$ cat src/rtl/vga_timing_pkg.sv
// vga_timing_pkg: shared 640x480@60 timing constants and the coordinate type.
// Used by vga_axis_counter and vga_scan_timing.
package vga_timing_pkg;

  localparam int unsigned COORD_W   = 10;

  localparam int unsigned H_VISIBLE = 640;
  localparam int unsigned H_FP      = 16;
  localparam int unsigned H_SYNC    = 96;
  localparam int unsigned H_TOTAL   = 800;

  localparam int unsigned V_VISIBLE = 480;
  localparam int unsigned V_FP      = 10;
  localparam int unsigned V_SYNC    = 2;
  localparam int unsigned V_TOTAL   = 525;

  typedef logic [COORD_W-1:0] coord_t;

endpackage

$ cat src/rtl/vga_axis_counter.sv
// vga_axis_counter: one scan axis (horizontal or vertical) of the raster.
// Ports:
//   vga_clk, reset   pixel clock, async active-high reset
//   en               count enable (advance one position)
//   count            registered coordinate, 0..TOTAL-1
//   wrap_c           count is at TOTAL-1 and advancing (next value is 0)
//   active_c         next coordinate lies in the visible region
//   sync_active_c    next coordinate lies in the sync pulse window
module vga_axis_counter
  import vga_timing_pkg::*;
#(
  parameter int unsigned VISIBLE = 640,
  parameter int unsigned FP      = 16,
  parameter int unsigned SYNC    = 96,
  parameter int unsigned TOTAL   = 800
) (
  input  logic   vga_clk,
  input  logic   reset,
  input  logic   en,
  output coord_t count,
  output logic   wrap_c,
  output logic   active_c,
  output logic   sync_active_c
);

  coord_t count_nxt;

  // Next-position logic; decodes are taken from the next value so the
  // registered outputs in the parent line up with the registered count.
  always_comb begin
    count_nxt     = count;
    wrap_c        = en && (count == coord_t'(TOTAL - 1));
    if (wrap_c) begin
      count_nxt = '0;
    end else if (en) begin
      count_nxt = count + coord_t'(1);
    end
    active_c      = (count_nxt < coord_t'(VISIBLE));
    sync_active_c = (count_nxt >= coord_t'(VISIBLE + FP)) &&
                    (count_nxt <  coord_t'(VISIBLE + FP + SYNC));
  end

  always_ff @(posedge vga_clk or posedge reset) begin
    if (reset) begin
      count <= '0;
    end else begin
      count <= count_nxt;
    end
  end

endmodule

$ cat src/rtl/vga_scan_timing.sv
// vga_scan_timing: VGA raster scan generator (pixel coordinates, blanking,
// syncs and frame/line markers), all outputs registered and coincident with
// DrawX/DrawY. hs_d/vs_d are the syncs delayed one pixel for a registered
// RGB pipeline.
// Optional build macro VGA_FRAME_COUNTER_EN adds a 16-bit frame counter
// output frame_cnt.
// Ports:
//   vga_clk, reset      pixel clock, async active-high reset
//   DrawX, DrawY        current pixel / line coordinate
//   blank               1 = visible pixel
//   hs, vs              active-low syncs; hs_d, vs_d one-cycle delayed copies
//   frame_start         pulse at (0,0); line_end pulse at last pixel of a line
//   frame_cnt           (VGA_FRAME_COUNTER_EN only) frames started since reset
module vga_scan_timing
  import vga_timing_pkg::*;
#(
  parameter int unsigned H_VIS  = H_VISIBLE,
  parameter int unsigned H_FPW  = H_FP,
  parameter int unsigned H_SYW  = H_SYNC,
  parameter int unsigned H_TOT  = H_TOTAL,
  parameter int unsigned V_VIS  = V_VISIBLE,
  parameter int unsigned V_FPW  = V_FP,
  parameter int unsigned V_SYW  = V_SYNC,
  parameter int unsigned V_TOT  = V_TOTAL
) (
  input  logic        vga_clk,
  input  logic        reset,
  output coord_t      DrawX,
  output coord_t      DrawY,
  output logic        blank,
  output logic        hs,
  output logic        vs,
  output logic        hs_d,
  output logic        vs_d,
  output logic        frame_start,
  output logic        line_end
`ifdef VGA_FRAME_COUNTER_EN
  ,
  output logic [15:0] frame_cnt
`endif
);

  logic h_wrap_c, h_active_c, h_sync_c;
  logic v_wrap_c, v_active_c, v_sync_c;

  vga_axis_counter #(
    .VISIBLE (H_VIS),
    .FP      (H_FPW),
    .SYNC    (H_SYW),
    .TOTAL   (H_TOT)
  ) u_h_axis (
    .vga_clk       (vga_clk),
    .reset         (reset),
    .en            (1'b1),
    .count         (DrawX),
    .wrap_c        (h_wrap_c),
    .active_c      (h_active_c),
    .sync_active_c (h_sync_c)
  );

  vga_axis_counter #(
    .VISIBLE (V_VIS),
    .FP      (V_FPW),
    .SYNC    (V_SYW),
    .TOTAL   (V_TOT)
  ) u_v_axis (
    .vga_clk       (vga_clk),
    .reset         (reset),
    .en            (h_wrap_c),
    .count         (DrawY),
    .wrap_c        (v_wrap_c),
    .active_c      (v_active_c),
    .sync_active_c (v_sync_c)
  );

  // Output decode registered from next-state values. DrawX advances every
  // cycle, so the next pixel is the last one exactly when DrawX = H_TOT-2;
  // v_wrap_c already implies the horizontal wrap, so its next state is (0,0).
  always_ff @(posedge vga_clk or posedge reset) begin
    if (reset) begin
      blank       <= 1'b1;
      hs          <= 1'b1;
      vs          <= 1'b1;
      hs_d        <= 1'b1;
      vs_d        <= 1'b1;
      frame_start <= 1'b0;
      line_end    <= 1'b0;
    end else begin
      blank       <= h_active_c && v_active_c;
      hs          <= ~h_sync_c;
      vs          <= ~v_sync_c;
      hs_d        <= hs;
      vs_d        <= vs;
      frame_start <= v_wrap_c;
      line_end    <= (DrawX == coord_t'(H_TOT - 2));
    end
  end

`ifdef VGA_FRAME_COUNTER_EN
  // Steps together with frame_start; wraps naturally at 16 bits.
  always_ff @(posedge vga_clk or posedge reset) begin
    if (reset) begin
      frame_cnt <= '0;
    end else if (v_wrap_c) begin
      frame_cnt <= frame_cnt + 16'(1);
    end
  end
`endif

endmodule

$ cat config.mk
export PLATFORM = sky130hd
export DESIGN_NAME = vga_scan_timing
export DESIGN_NICKNAME = d
export VERILOG_FILES = /design/src/rtl/vga_timing_pkg.sv /design/src/rtl/vga_axis_counter.sv /design/src/rtl/vga_scan_timing.sv
export SDC_FILE = /design/constraint.sdc
export NUM_CORES = 1
export LEC_CHECK = 0
export CAP_MARGIN = 10
export CELL_PAD_IN_SITES_DETAIL_PLACEMENT = 2
export CELL_PAD_IN_SITES_GLOBAL_PLACEMENT = 2
export CORE_MARGIN = 2
export CORE_UTILIZATION = 36
export CTS_BUF_LIST = sky130_fd_sc_hd__clkbuf_4
export CTS_CLUSTER_DIAMETER = 100
export DETAILED_ROUTE_END_ITERATION = 6
export PLACE_DENSITY_LB_ADDON = 0.1
export RECOVER_POWER = 100
export SYNTH_ARGS = -nofsm -noshare
export SYNTH_HDL_FRONTEND = slang
export SYNTH_SLANG_ARGS = --single-unit
$ cat constraint.sdc
create_clock -name vga_clk -period 3.7 [get_ports vga_clk]
set_input_delay 0.74 -clock vga_clk [delete_from_list [all_inputs] [get_ports vga_clk]]
set_output_delay 0.74 -clock vga_clk [all_outputs]
set_load 0.01 [all_outputs]
==> metrics <==
critical path startpoint category register; final WL 3556 um; n_diodes 0; CTS Buf Count 3; Setup CP Type reg -> reg; std cell rows 23; final hold violation count 0; Post-synth EDFFs 0; initial cell density of the core 0.3662; via/cell ratio 5.238; final layout net count 171; post-CTS setup buffer count 0; Die Area 4533 um^2; total of max-cap violations 0; Syn Nets 144; Cell Pwr Density 254.4 nW/um^2; Mapped Cells 138; Core Util, Final 0.4357; sequential element share of the synthesized area 0.4723; total track usage 0.1735; Resize count post-CTS 0; largest net degree at the start of global routing 28; TritonCTS clock tree built; antenna violations before repair 0; ANT nets after route 0; clock slew at reported path FFs 0.17 ns; first-pass GRT wire length 5837 um; DIE WIDTH 67.33 um; Slew HR 0.2774; IO Count 29; Initial DRC Count 32; RSZ-0062 raised after global routing no; Final period util 0.7355; Synth Warn # 0; WHS 0.3765 ns; ys async rst share 1.000; clk sinks 27; number of global-route vias before repair 1,172; Final Slew Violations 0; layout cells sized above 1 0.07317; Power, Total 0.0004370 W; post-synthesis register bit count 27; Fin Setup TNS 0 ns; height of the die 67.33 um; post-route worst setup slack 0.9786 ns; run status finished, final reports clean; Unique masters post-synth 40; GRT overflow 0; worst slew pin tran 1.083 ns; worst-path fanout max 8; Worst R2R Setup Slack 0.98 ns; HP Class reg -> reg; maximum clock frequency 367.5 MHz; Worst EP required 3.97 ns; drt pass-1 iters 6; area of the core 3943 um^2; Root Buffer Master clkbuf_4; final setup fails 0; Skew-Pair Late Insertion Delay 0.33 ns; leading area contributor after synthesis dfrtp_1; clk_skew 0.01785 ns; critical path arrival 2.99 ns; IO buf count 28; LEAKAGE 0.8536 nW; worst vdd ir 0.1330 mV; routed via count 1,121; Tmin final 2.721 ns; hpwl dp 2764 um; Top FF cell, synth dfrtp_1; WL/cell 16.62 um; Post-route DRC 0; Place WS 1.443 ns; synth-to-layout area growth 18.98%; Syn Area/Cell 10.46 um^2; dominant cells by area after synthesis dfrtp_1 (38%), dfstp_2 (9.1%), xor2_1 (6.1%); hold buffer count at cts 0; Yosys top cell area share 0.3813; # H-tree levels 1; Synth Cell Area 1444 um^2; clock buffer depth 2; Worst setup EP type register; gpl congestion 0.8055
area by class of cell:
type / instances / area [um^2]
Clock inverter: 1 / 7.507
Inverter: 9 / 33.78
Tap cell: 50 / 62.56
Timing Repair Buffer: 28 / 280.3
Sequential cell: 27 / 681.9
Fill cell: 428 / 2225
Clock buffer: 3 / 22.52
Multi-Input combinational cell: 96 / 629.4
routing by layer:
layer | vias to the layer above | track usage | wire, um
met5 | - | 0 | 0
met4 | 0 | 0.04592 | 21
met3 | 2 | 0.02167 | 82
met2 | 18 | 0.3106 | 1835
met1 | 566 | 0.2200 | 1617
li1 | 535 | - | -
where the power goes:
part / internal, W / switching (W)
Combinational: 0.000000763 / 0.00000596
Sequential: 0.000296 / 0
Clock: 0.0000413 / 0.0000935
Yosys cell counts (2+ instances only):
cell type  count
inv_1          9
nand2b_1       2
o21ai_1        2
o21ai_0        5
a21oi_1        4
nand2_1       10
dfrtp_1       22
xnor2_1        5
and3_1         2
buf_2          2
nand4_1       10
nor2_1        12
buf_4          2
xor2_1        10
nor4_2         3
dfstp_2        5
nand3_1        6
nor3_1         2
ha_1           4
cells by family (layout without fill, tap and decap cells):
kind of cell	after synthesis	after routing	share of synthesized area
AND/OR/NAND/NOR	60	60	0.2799
flip-flops	27	27	0.4723
AO/OA/AOI/OAI	17	17	0.07107
XOR/XNOR	15	15	0.09098
buffers and inverters	15	41	0.05112
adder cells (fa/ha/maj)	4	4	0.03466
stage by stage:
step / area, um^2 / std cells
after global placement: 1747 / 210
after global routing: 1718 / 214
final: 1718 / 214
after CTS: 1777 / 214
after detailed placement: 1747 / 210
after floorplan: 1444 / 138
critical path, cell delays in order, from the launching register on:
cell and delay, ns:
dfrtp_1 0.45, ha_1 0.28, nand3_1 0.23, nor3_1 0.86, nand3_2 0.14, xor2_1 0.21
nor4_1 0.35, nand4bb_1 0.15
cells in the final DEF, fill, tap and decap left out:
master / netlist / routed
nor4_1: 0 / 3
or2_0: 0 / 1
ha_1: 4 / 4
or3_1: 1 / 1
nand3_2: 1 / 1
and4b_1: 1 / 1
nand4_1: 10 / 11
a221o_1: 1 / 1
and3_1: 2 / 2
a211oi_1: 1 / 1
nand4b_4: 1 / 1
nand2b_1: 2 / 2
nor3_1: 2 / 3
and4_1: 1 / 1
clkbuf_4: 0 / 3
or4b_1: 1 / 1
xnor2_1: 5 / 5
nand2_1: 10 / 10
o22ai_1: 1 / 1
nand4bb_1: 1 / 1
nor3_2: 1 / 1
xor2_1: 10 / 10
nor2_1: 12 / 13
clkinvlp_4: 0 / 1
o21ai_0: 5 / 6
inv_1: 9 / 9
o21ai_1: 2 / 1
a21oi_1: 4 / 4
a31oi_1: 1 / 1
dlygate4sd3_1: 0 / 28
dfstp_2: 5 / 5
o41ai_1: 1 / 1
nand3_1: 6 / 7
dfrtp_1: 22 / 22
a22o_1: 1 / 1
final timing paths:
kind,startpoint,depth (start not counted),endpoint
max,u_h_axis.count[0],7,vs
min reg2reg,vs,0,vs_d
min,vs,0,vs_d
max reg2reg,u_h_axis.count[0],7,vs
min in group asynchronous,reset,2,u_v_axis.count[3]
max in group asynchronous,reset,2,u_h_axis.count[1]
registers in the layout, summed over array words and instances, names as in the netlist:
name,count
u_v_axis.count,10
hs_d,1
line_end,1
u_h_axis.count,10
vs,1
hs,1
blank,1
frame_start,1
vs_d,1
No activity file was read; power rests on OpenSTA's default activity.
